===== src/rtl/inst_mem_loader.sv =====
// Purpose : receives 32-bit instruction words and writes them into a byte-wide instruction
//           array, little-endian, starting at an aligned base address.
// Latency : a word accepted at edge N is written as 4 bytes in the cycles after edges N..N+3;
//           done pulses 1 cycle after the last byte.
// Backpressure: in_ready is high only while waiting for a word, so at most one word is
//           accepted every 5 cycles. A start that would run past the end of memory is
//           refused with a one-cycle err pulse.
// Ports   : clk/reset (sync, active high); start/base_addr/word_count load request;
//           in_valid/in_word/in_ready word stream; mem_we/mem_addr/mem_wdata byte write port;
//           busy level, done and err single-cycle pulses. All outputs are registered.
module inst_mem_loader #(
   parameter int ADDR_W = 5,
   parameter int CNT_W  = ADDR_W - 1
) (
   input  logic              clk,
   input  logic              reset,
   input  logic              start,
   input  logic [ADDR_W-1:0] base_addr,
   input  logic [CNT_W-1:0]  word_count,
   input  logic              in_valid,
   input  logic [31:0]       in_word,
   output logic              in_ready,
   output logic              mem_we,
   output logic [ADDR_W-1:0] mem_addr,
   output logic [7:0]        mem_wdata,
   output logic              busy,
   output logic              done,
   output logic              err
);

   typedef enum logic [1:0] {IDLE, WAIT_WORD, WRITE, FINISH} state_t;

   // Wide enough that base + 4*count never overflows before the range check.
   localparam int SUM_W = ADDR_W + CNT_W + 3;

   state_t            state;
   logic [ADDR_W-1:0] addr_q;   // address of byte 0 of the next word
   logic [CNT_W-1:0]  cnt_q;    // words still to be written, including the current one
   logic [23:0]       word_q;   // upper bytes of the current word, shifted down as written
   logic [1:0]        byte_q;   // index of the byte currently on the write port

   logic [ADDR_W-1:0] base_aligned;
   logic [SUM_W-1:0]  load_end;
   logic              start_ok;

   // Masking with ~3 keeps every bit of base_addr in the expression while forcing alignment.
   always_comb begin
      base_aligned = base_addr & ~ADDR_W'(3);
      load_end     = SUM_W'(base_aligned) + (SUM_W'(word_count) << 2);
      start_ok     = (load_end <= (SUM_W'(1) << ADDR_W));
   end

   always_ff @(posedge clk) begin
      if (reset) begin
         state     <= IDLE;
         addr_q    <= '0;
         cnt_q     <= '0;
         word_q    <= '0;
         byte_q    <= '0;
         in_ready  <= 1'b0;
         mem_we    <= 1'b0;
         mem_addr  <= '0;
         mem_wdata <= '0;
         busy      <= 1'b0;
         done      <= 1'b0;
         err       <= 1'b0;
      end else begin
         done <= 1'b0;
         err  <= 1'b0;
         case (state)
            IDLE: begin
               if (start) begin
                  if (!start_ok) begin
                     err <= 1'b1;
                  end else if (word_count == '0) begin
                     state <= FINISH;
                     busy  <= 1'b1;
                     done  <= 1'b1;
                  end else begin
                     state    <= WAIT_WORD;
                     addr_q   <= base_aligned;
                     cnt_q    <= word_count;
                     busy     <= 1'b1;
                     in_ready <= 1'b1;
                  end
               end
            end

            WAIT_WORD: begin
               // in_ready is known high in this state, so in_valid alone marks acceptance.
               if (in_valid) begin
                  state     <= WRITE;
                  in_ready  <= 1'b0;
                  mem_we    <= 1'b1;
                  mem_addr  <= addr_q;
                  mem_wdata <= in_word[7:0];
                  word_q    <= in_word[31:8];
                  byte_q    <= 2'd0;
               end
            end

            WRITE: begin
               if (byte_q == 2'd3) begin
                  mem_we    <= 1'b0;
                  mem_addr  <= '0;
                  mem_wdata <= '0;
                  addr_q    <= addr_q + ADDR_W'(4);
                  cnt_q     <= cnt_q - CNT_W'(1);
                  if (cnt_q == CNT_W'(1)) begin
                     state <= FINISH;
                     done  <= 1'b1;
                  end else begin
                     state    <= WAIT_WORD;
                     in_ready <= 1'b1;
                  end
               end else begin
                  byte_q    <= byte_q + 2'd1;
                  mem_addr  <= mem_addr + ADDR_W'(1);
                  mem_wdata <= word_q[7:0];
                  word_q    <= {8'h00, word_q[23:8]};
               end
            end

            FINISH: begin
               state <= IDLE;
               busy  <= 1'b0;
            end

            default: begin
               state <= IDLE;
            end
         endcase
      end
   end

endmodule


===== config.mk =====
export PLATFORM = sky130hd
export DESIGN_NAME = inst_mem_loader
export DESIGN_NICKNAME = d
export VERILOG_FILES = /design/src/rtl/inst_mem_loader.sv
export SDC_FILE = /design/constraint.sdc
export NUM_CORES = 1
export LEC_CHECK = 0
export ABC_AREA = 1
export CAP_MARGIN = 20
export CELL_PAD_IN_SITES_DETAIL_PLACEMENT = 2
export CELL_PAD_IN_SITES_GLOBAL_PLACEMENT = 2
export CORE_MARGIN = 3
export CORE_UTILIZATION = 29
export CTS_CLUSTER_DIAMETER = 120
export DETAILED_ROUTE_END_ITERATION = 10
export PLACE_DENSITY_LB_ADDON = 0.3
export SYNTH_ARGS = -nofsm -noshare
export SYNTH_HDL_FRONTEND = slang
export SYNTH_SLANG_ARGS = --single-unit

===== constraint.sdc =====
create_clock -name clk -period 2.67 [get_ports clk]
set_input_delay 0.534 -clock clk [delete_from_list [all_inputs] [get_ports clk]]
set_output_delay 0.534 -clock clk [all_outputs]
set_load 0.05 [all_outputs]

## Word level (Yosys, flattened, before mapping)

Cells that the tools add are included.

| word-level totals | value |
|---|---|
| memory bits (read-only) | 0 |
| logic and storage cells | 95 |
| output and inout port bits | 18 |
| latch bits | 0 |
| input port bits | 45 |
| flip-flop bits (word level) | 55 |
| memories | 0 |
| bits in writable memories | 0 |

| operators by class | value |
|---|---|
| bitwise gates (word level) | 2 |
| multipliers | 0 |
| reductions and logical operators | 14 |
| mux-type cells | 49 |
| add/sub/neg operators | 5 |
| shift-type cells | 0 |
| divide/modulo/power cells | 0 |
| equality and inequality tests | 12 |
| magnitude comparators | 1 |

Operator list:

| kind | count |
|---|---|
| $mux W24 | 2 |
| $pmux W24 S2 | 1 |
| $mux W5 | 6 |
| $pmux W5 S2 | 2 |
| $mux W1 | 16 |
| $mux W2 | 8 |
| $mux W4 | 4 |
| $mux W8 | 2 |
| $pmux W8 S2 | 1 |
| $ne A2 B2 Y1 const B | 7 |
| $reduce_and A3 Y1 | 3 |
| $pmux W2 S4 | 1 |
| $pmux W4 S2 | 1 |
| $add A5 B6 Y7 | 1 |
| $le A7 B6 Y1 const B | 1 |
| $reduce_and A7 Y1 | 1 |
| $eq A2 B2 Y1 const B | 3 |
| $pmux W1 S2 | 3 |
| $reduce_bool A2 Y1 | 3 |
| $add A5 B1 Y5 const B | 1 |
| $add A5 B3 Y5 const B | 1 |
| $reduce_and A5 Y1 | 1 |
| $eq A4 B1 Y1 const B | 1 |
| $logic_not A4 Y1 | 1 |
| other kinds (11) | 12 |

## Longest topological paths before layout

Gate-level depths: netlist of the first run.

| depth | value |
|---|---|
| word-level depth | 5 |
| depth in mapped cells | 12 |
| depth with buffers taken out | 12 |

## Least setup slack after synthesis of the first run

OpenSTA, ideal clock, no wires.

| timing | value |
|---|---|
| kind | in2reg |
| start point | input base_addr[2] |
| end point | register addr_q[2] |
| path slack | 0.665 ns |
| arrival | 1.890 ns |
| stages | 11 |
| setup time | 0.115 ns |
| path through | ha_1 -> fa_1 -> nand2_1 -> inv_1 -> o21ai_1 -> nand3_1 -> nand2_1 -> nand2_1 -> buf_6 -> a21oi_1 -> nor2_1 |

| between the ends | value |
|---|---|
| longest elaborated chain between the ends | 4 |
| elaborated cells between the ends (all ways) | 8 |
| those cells by class | add/sub (1); order compare (1); eq/ne (1); mux (4); reduce/logical (1) |

RTL lines:

| item | line | text |
|---|---|---|
| from (decl) | 18 | `input logic [ADDR_W-1:0] base_addr,` |
| $add A5 B6 Y7 or $mux W5 (tied branches) | 49, 75 |  |
| $le A7 B6 Y1 or $mux W5 (tied branches) | 50, 73 |  |
| $ne A2 B2 Y1 (no source line) or $mux W5 (tied branches) | n/a |  |
| $reduce_and A5 Y1 (no source line) or $pmux W5 S2 (tied branches) | n/a |  |
| to (signal assigned) | 81 | `addr_q <= base_aligned;` |
| to (signal assigned) | 107 | `addr_q <= addr_q + ADDR_W'(4);` |
| to (decl) | 37 | `logic [ADDR_W-1:0] addr_q;` |

Several ways; a longest one is shown, not always the timed one. The select of a mux whose other input is x is not followed.
A chain may end at the register's enable or synchronous reset.

## Worst setup path after layout of the first run

| timing | value |
|---|---|
| start point | input word_count[0] |
| end point | register addr_q[3] |

| between the ends | value |
|---|---|
| longest elaborated chain between the ends | 4 |
| elaborated cells between the ends (all ways) | 6 |
| those cells by class | add/sub (1); order compare (1); eq/ne (2); reduce/logical (2) |

RTL lines:

| item | line | text |
|---|---|---|
| from (decl) | 19 | `input logic [CNT_W-1:0] word_count,` |
| $add A5 B6 Y7 | 49 | `load_end = SUM_W'(base_aligned) + (SUM_W'(word_count) << 2);` |
| $le A7 B6 Y1 | 50 | `start_ok = (load_end <= (SUM_W'(1) << ADDR_W));` |
| $ne A2 B2 Y1 (no source line) | n/a |  |
| $reduce_and A5 Y1 (no source line) (*) | n/a |  |

Every way passes the cells marked *; elsewhere a longest branch is shown, timed or not.

==> results of run 1 <==
==> stage by stage <==
| step | utilization | instance area, um^2 | setup WS [ns] |
|---|---|---|---|
| after global routing | 0.401 | 3380 | 0.186 |
| after CTS | 0.401 | 3380 | 0.302 |
| after detailed placement | 0.391 | 3290 | -0.0361 |
| final | 0.401 | 3380 | 0.335 |
| after global placement | 0.391 | 3290 | 0.0999 |
| after floorplan | - | 2570 | 0.665 |
==> critical path: stages <==
cell and delay [ns]:
clkdlybuf4s50_1 0.44, ha_1 0.22, fa_1 0.40, nand2_1 0.08, inv_1 0.05, o21ai_1 0.14, nand3_1 0.09, nand2_1 0.08
nand2_1 0.08, buf_12 0.17, nand2_4 0.08, nand2_1 0.07, nand2_1 0.06, nor2_1 0.04
==> metal layers <==
layer | up-vias | wire length [um] | global-route usage
met2 | 41 | 4150 | 0.302
met5 | - | 0 | 0
met3 | 9 | 251 | 0.0285
li1 | 1283 | - | -
met4 | 0 | 111 | 0.0466
met1 | 1231 | 3790 | 0.223
==> cell usage after synthesis, drive strengths merged (2+ instances only) <==
cell / n / area (um^2)
clkbuf: 7 / 26.3
a31oi: 16 / 100
a21oi: 36 / 180
ha: 8 / 100
nand3: 22 / 110
xor2: 2 / 17.5
nand3b: 2 / 15.0
dfxtp: 53 / 1060
nand4: 5 / 37.5
nor2: 20 / 82.6
buf: 12 / 73.8
inv: 27 / 101
o21ai: 41 / 205
or2: 2 / 12.5
nand2: 77 / 322
a22oi: 8 / 60.1
==> cell type report <==
class / count / area (um^2)
Clock inverter: 2 / 13.8
Tap cell: 105 / 131
Multi-Input combinational cell: 245 / 1300
Inverter: 27 / 101
Fill cell: 1024 / 5040
Clock buffer: 6 / 72.6
Timing Repair Buffer: 71 / 696
Sequential cell: 53 / 1060
==> registers in the layout, indices dropped and copies added (netlist names), 2 cells and up <==
register   count
byte_q         2
state          2
mem_wdata      8
addr_q         3
cnt_q          4
mem_addr       5
word_q        24
==> cell families (layout without fill, tap and decap cells) <==
| family | count (synthesis) | in the layout | share of synthesized area |
|---|---|---|---|
| simple gates | 128 | 128 | 0.226 |
| compound gates | 105 | 105 | 0.225 |
| flops | 53 | 53 | 0.413 |
| buf+inv | 46 | 106 | 0.0785 |
| fa+ha+maj | 9 | 9 | 0.0468 |
| xor+xnor | 2 | 2 | 0.00683 |
| mux | 1 | 1 | 0.00390 |
==> where the power goes <==
part	internal (mW)	leakage [nW]	total, mW	switching [mW]
Clock	0.188	0.0456	0.474	0.286
Sequential	0.941	0.433	1.04	0.0953
Combinational	0.346	0.942	0.947	0.600
Total	1.48	1.42	2.46	0.981
==> worst min-delay path by stage <==
stage,from,cells after the start,to,slack (ns)
2_1_floorplan,word_q[16]$_SDFFE_PP0P_,2,word_q[16]$_SDFFE_PP0P_,0.43
3_3_place_gp,busy$_SDFFE_PP0P_,2,busy$_SDFFE_PP0P_,0.44
6_report,busy$_SDFFE_PP0P_,2,busy$_SDFFE_PP0P_,0.45
3_5_place_dp,busy$_SDFFE_PP0P_,2,busy$_SDFFE_PP0P_,0.45
5_1_grt,busy$_SDFFE_PP0P_,2,busy$_SDFFE_PP0P_,0.48
4_1_cts,busy$_SDFFE_PP0P_,2,busy$_SDFFE_PP0P_,0.46
==> reports/qor.csv, run 1 <==
stage,metric,value,unit
die,coreArea,8420,um^2
critical_path,worstPathArrival,2.55,ns
routing,via_per_inst,5.04,
grt,antenna_found_initial,0,
final_layout,nets,457,
grt,first_global_vias,2752,
final_layout,antenna_cells,0,
final_layout,final_common_cell,nand2_1,
routing,wl,8310,um
clock_tree,cts.sinks,53,
clock_tree,numCtsBuffers,5,
timing,tns,0,ns
timing,fmax,428,MHz
timing,rsz0062_at_grt,no,
synth,yosysSeqAreaShare,0.413,
placement,dp.cells,501,
routing,drtIter0Drc,119,
timing,finalSetupViolations,0,
power,power,2.46,mW
die,start_util,0.305,
timing,hold_viol_final,0,
routing,drc,0,
critical_path,endpoint_kind,flip-flop,
final_layout,areaGrowthSynthToFinish,31.7,%
synth,syn_area,2570,um^2
synth,avgSynthCellArea,7.46,um^2
routing,vias,2564,
critical_path,reg2reg_depth,7,
clock_tree,cts.reportedPaths.clkPinSlew,0.10,ns
timing,whs,0.455,ns
power,peakVddDrop,0.225,mV
synth,synthCells,344,
critical_path,r2r_start,state[0]$_SDFFE_PP0P_,
timing,worst_pin_slew,0.501,ns
synth,synth-edff-count,0,
synth,yosys_warnings,0,
routing,wl_per_cell,16.3,um
final_layout,final_cell_mix,"72 x nand2_1, 60 x clkdlybuf4s50_1, 53 x dfxtp_1",
clock_tree,cts_setup_buffers,0,
grt,overflow,0,
clock_tree,clock_latency,0.31,ns
placement,hpwl,6100,um
critical_path,critPathKind,input pin to flip-flop,
die,num_rows,33,
die,die-area,10000,um^2
critical_path,rr_endpoint,byte_q[1]$_SDFFE_PP0P_,
synth,ys_ff_latch,53,
die,io_pins,63,
synth,ys_types,31,
placement,gp_congestion,0.724,
timing,relSlewSlack,0.665,
final_layout,stdcell_count,509,
timing,period_share,0.875,
die,die_x,100,um
grt,grt_max_degree,43,
final_layout,drive_above_1_share,0.0718,
routing,antenna_left,0,
synth,syn_nets,398,
grt,grt_pass1_wl,14000,um
clock_tree,htree_num_levels,2,
timing,timing.final.max_slew_violations,0,
clock_tree,clk_path_buf_depth,2,
timing,skew,0.00542,ns
power,power.density,727,nW/um^2
critical_path,crit_path_start_kind,input pin,
synth,synth_flop_cell,dfxtp_1,
routing,drt_pass1_iterations,4,
placement,port_buffers,60,
power,leakage,1.42,nW
critical_path,crit_required,2.89,ns
clock_tree,ctsRootBufferMaster,clkbuf_8,
run_status,status,"complete, no violations",
synth,async_reset_ff_frac,0,
clock_tree,ctsHoldBuffers,0,
clock_tree,post_cts_resized,0,
critical_path,crit_path_end,addr_q[3]$_SDFFE_PP0P_,
worst_hold_path,worstHoldPathType,flip-flop to flip-flop,
critical_path,cp-startpoint,word_count[0],
timing,min_period,2.34,ns
critical_path,crit_fanout,12,
job,max_cap_violations,0,
clock_tree,tritoncts,done,
die,die_y,100,um
critical_path,rrSetupSlack,0.97,ns
grt,grtUsageTotal,0.174,
(Power assumes the default switching activity.)
==> run 2: changes to the inputs <==
- CORE_ASPECT_RATIO: unset -> 1.75
- GPL_TIMING_DRIVEN: unset -> 0
==> run 2 against run 1 <==
Effect of this change:
- design area grew 3.0%
- sequential share of layout area shrank 0.90 points
- largest power group unchanged
- critical endpoint is now addr_q[4]$_SDFFE_PP0P_
- largest cell class unchanged
- combinational power grew 2%
- maximum frequency shrank 5.2%
==> reports/qor.csv, run 2 (synthesis gave the netlist of run 1 again) <==
stage,metric,value,unit,change
run_status,status,"complete, no violations",,
critical_path,worstPathArrival,2.66,ns,+0.11 ns
critical_path,max_stage_delay,0.47,ns,+0.03 ns
timing,relSlewSlack,0.604,,-0.0613
die,die-area,10100,um^2,+0.44%
timing,finalSetupViolations,0,,unchanged
critical_path,r2r_start,state[1]$_SDFFE_PP0P_,,
final_layout,antenna_cells,0,,unchanged
grt,first_global_vias,2992,,+8.7%
routing,vias,2688,,+4.8%
job,max_cap_violations,0,,unchanged
critical_path,crit_top_cell,nand2_1,,
critical_path,rr_endpoint,cnt_q[1]$_SDFFE_PP0P_,,
grt,overflow,0,,unchanged
final_layout,top_regs,"word_q x24, mem_wdata x8, mem_addr x5",,
placement,port_buffers,59,,-1.7%
timing,fmax,406,MHz,-5.2%
critical_path,crit_path_start_kind,input pin,,
grt,grt_max_degree,17,,-60%
final_layout,nets,464,,+1.5%
clock_tree,cts.sinks,53,,unchanged
power,leakage,1.46,nW,+2.6%
routing,via_per_inst,5.11,,+1.4%
clock_tree,clk_path_buf_depth,2,,unchanged
worst_hold_path,hp-start,word_q[20]$_SDFFE_PP0P_,,
grt,antenna_found_initial,0,,unchanged
clock_tree,tritoncts,done,,
grt,grtUsageTotal,0.190,,+0.0159
final_layout,final_common_cell,nand2_1,,
final_layout,fin_util,0.410,,+0.00920
power,power.density,799,nW/um^2,+9.9%
timing,timing.final.max_slew_violations,0,,unchanged
grt,grt_pass1_wl,14900,um,+6.7%
timing,skew,0.00549,ns,+0.0000683 ns
die,io_pins,63,,unchanged
final_layout,final_cell_mix,"71 x nand2_1, 59 x clkdlybuf4s50_1, 53 x dfxtp_1",,
final_layout,nFillCells,1012,,-1.2%
critical_path,reg2reg_depth,8,,+1
routing,drtIter0Drc,67,,-44%
die,coreArea,8480,um^2,+0.65%
routing,antenna_left,0,,unchanged
placement,hpwl,7170,um,+18%
die,start_util,0.303,,-0.00198
timing,whs,0.464,ns,+0.00937 ns
worst_hold_path,hold_end,word_q[20]$_SDFFE_PP0P_,,
critical_path,critPathKind,input pin to flip-flop,,
timing,rsz0062_at_grt,no,,
timing,hold_viol_final,0,,unchanged
clock_tree,cts.reportedPaths.clkPinSlew,0.07,ns,-0.03 ns
clock_tree,ctsRootBufferMaster,clkbuf_16,,
routing,wl_per_cell,17.3,um,+5.7%
critical_path,crit_required,2.86,ns,-0.03 ns
critical_path,worstPathCellList,clkdlybuf4s50_1 > ha_1 > fa_1 > nand2_1 > inv_1 > o21ai_1 > nand3_1 > nand2_1 > nand2_2 > buf_6 > a21oi_1 > nor2_1,,
routing,drt_pass1_iterations,4,,unchanged
final_layout,drive_above_1_share,0.0754,,+0.00364
final_layout,multi_input_area,1310,um^2,+0.19%
final_layout,areaGrowthSynthToFinish,35.6,%,
clock_tree,cts_setup_buffers,0,,unchanged
final_layout,largest_reg_flops,24,,unchanged
power,peakVddDrop,0.293,mV,+30%
final_layout,top_register,word_q,,
placement,gp_congestion,0.729,,+0.59%
clock_tree,clock_latency,0.30,ns,about the same
worst_hold_path,worstHoldPathType,flip-flop to flip-flop,,
worst_hold_path,hold_depth,2,,unchanged
timing,worst_pin_slew,0.595,ns,+0.0935 ns
critical_path,crit_fanout,10,,-2
critical_path,cp_slowest_cell,clkdlybuf4s50_1,,
die,die_y,130,um,+30%
timing,min_period,2.46,ns,+0.129 ns
die,die_x,77.1,um,-23%
timing,period_share,0.923,,+0.0484
clock_tree,numCtsBuffers,5,,unchanged
routing,drc,0,,unchanged
final_layout,ff_latch_area,1060,um^2,unchanged
die,num_rows,44,,+33%
clock_tree,htree_num_levels,2,,unchanged
critical_path,rrSetupSlack,1.03,ns,+0.06 ns
routing,wl,9080,um,+9.3%
critical_path,endpoint_kind,flip-flop,,
## run 2: metal layers
metal  up-vias  global-route usage  routed length (um)
li1       1302                   -                   -
met1      1317               0.177                3310
met2        56               0.400                5290
met3        13              0.0247                 246
met4         0              0.0828                 237
met5         -                   0                   0
## run 2: power breakdown
part	internal, mW	switching [mW]
clock	0.469	0.304
combinational	0.344	0.621
sequential	0.942	0.0990
total	1.75	1.02
## run 2: timing repair
action	4_1_cts	5_1_grt
hold buffers	0	0
resized for setup	0	1
setup endpoints to repair	0	2
endpoints found under the hold margin	0	0
## run 2: cell type report
cell class              instances  share of cell area
inverters                      27              0.0291
plain buffers                  19              0.0288
clock inverters                 2              0.0108
clock buffers                   6              0.0399
repair buffers                 59               0.170
flip-flops and latches         53               0.305
multi-input cells             245               0.375
well taps                     115              0.0414
## run 2: worst max-delay path: cells and delay by family
family	cells	cell delay (ns)
adder cells (fa/ha/maj)	2	0.64
buffers and inverters	3	0.72
AND/OR/NAND/NOR	5	0.44
AO/OA/AOI/OAI	2	0.33
## run 2: worst max path at each step
stage / startpoint / endpoint / cells after the start
floorplan: base_addr[2] / addr_q[2]$_SDFFE_PP0P_ / 11
global placement: word_count[0] / addr_q[4]$_SDFFE_PP0P_ / 12
detailed placement: word_count[0] / addr_q[4]$_SDFFE_PP0P_ / 12
CTS: word_count[0] / addr_q[4]$_SDFFE_PP0P_ / 12
global route: word_count[0] / cnt_q[3]$_SDFFE_PP0P_ / 12
finish: word_count[0] / addr_q[4]$_SDFFE_PP0P_ / 12
## run 2: per-stage QoR
step	cell area (um^2)	power, mW	std cells	setup TNS, ns	setup slack, ns
2_1_floorplan	2570	1.67	344	0	0.665
3_3_place_gp	3300	1.99	518	-0.344	-0.0680
3_5_place_dp	3300	2.03	518	-1.31	-0.180
4_1_cts	3480	2.81	526	0	0.126
5_1_grt	3480	2.96	526	0	0.0535
6_report	3480	2.78	526	0	0.205
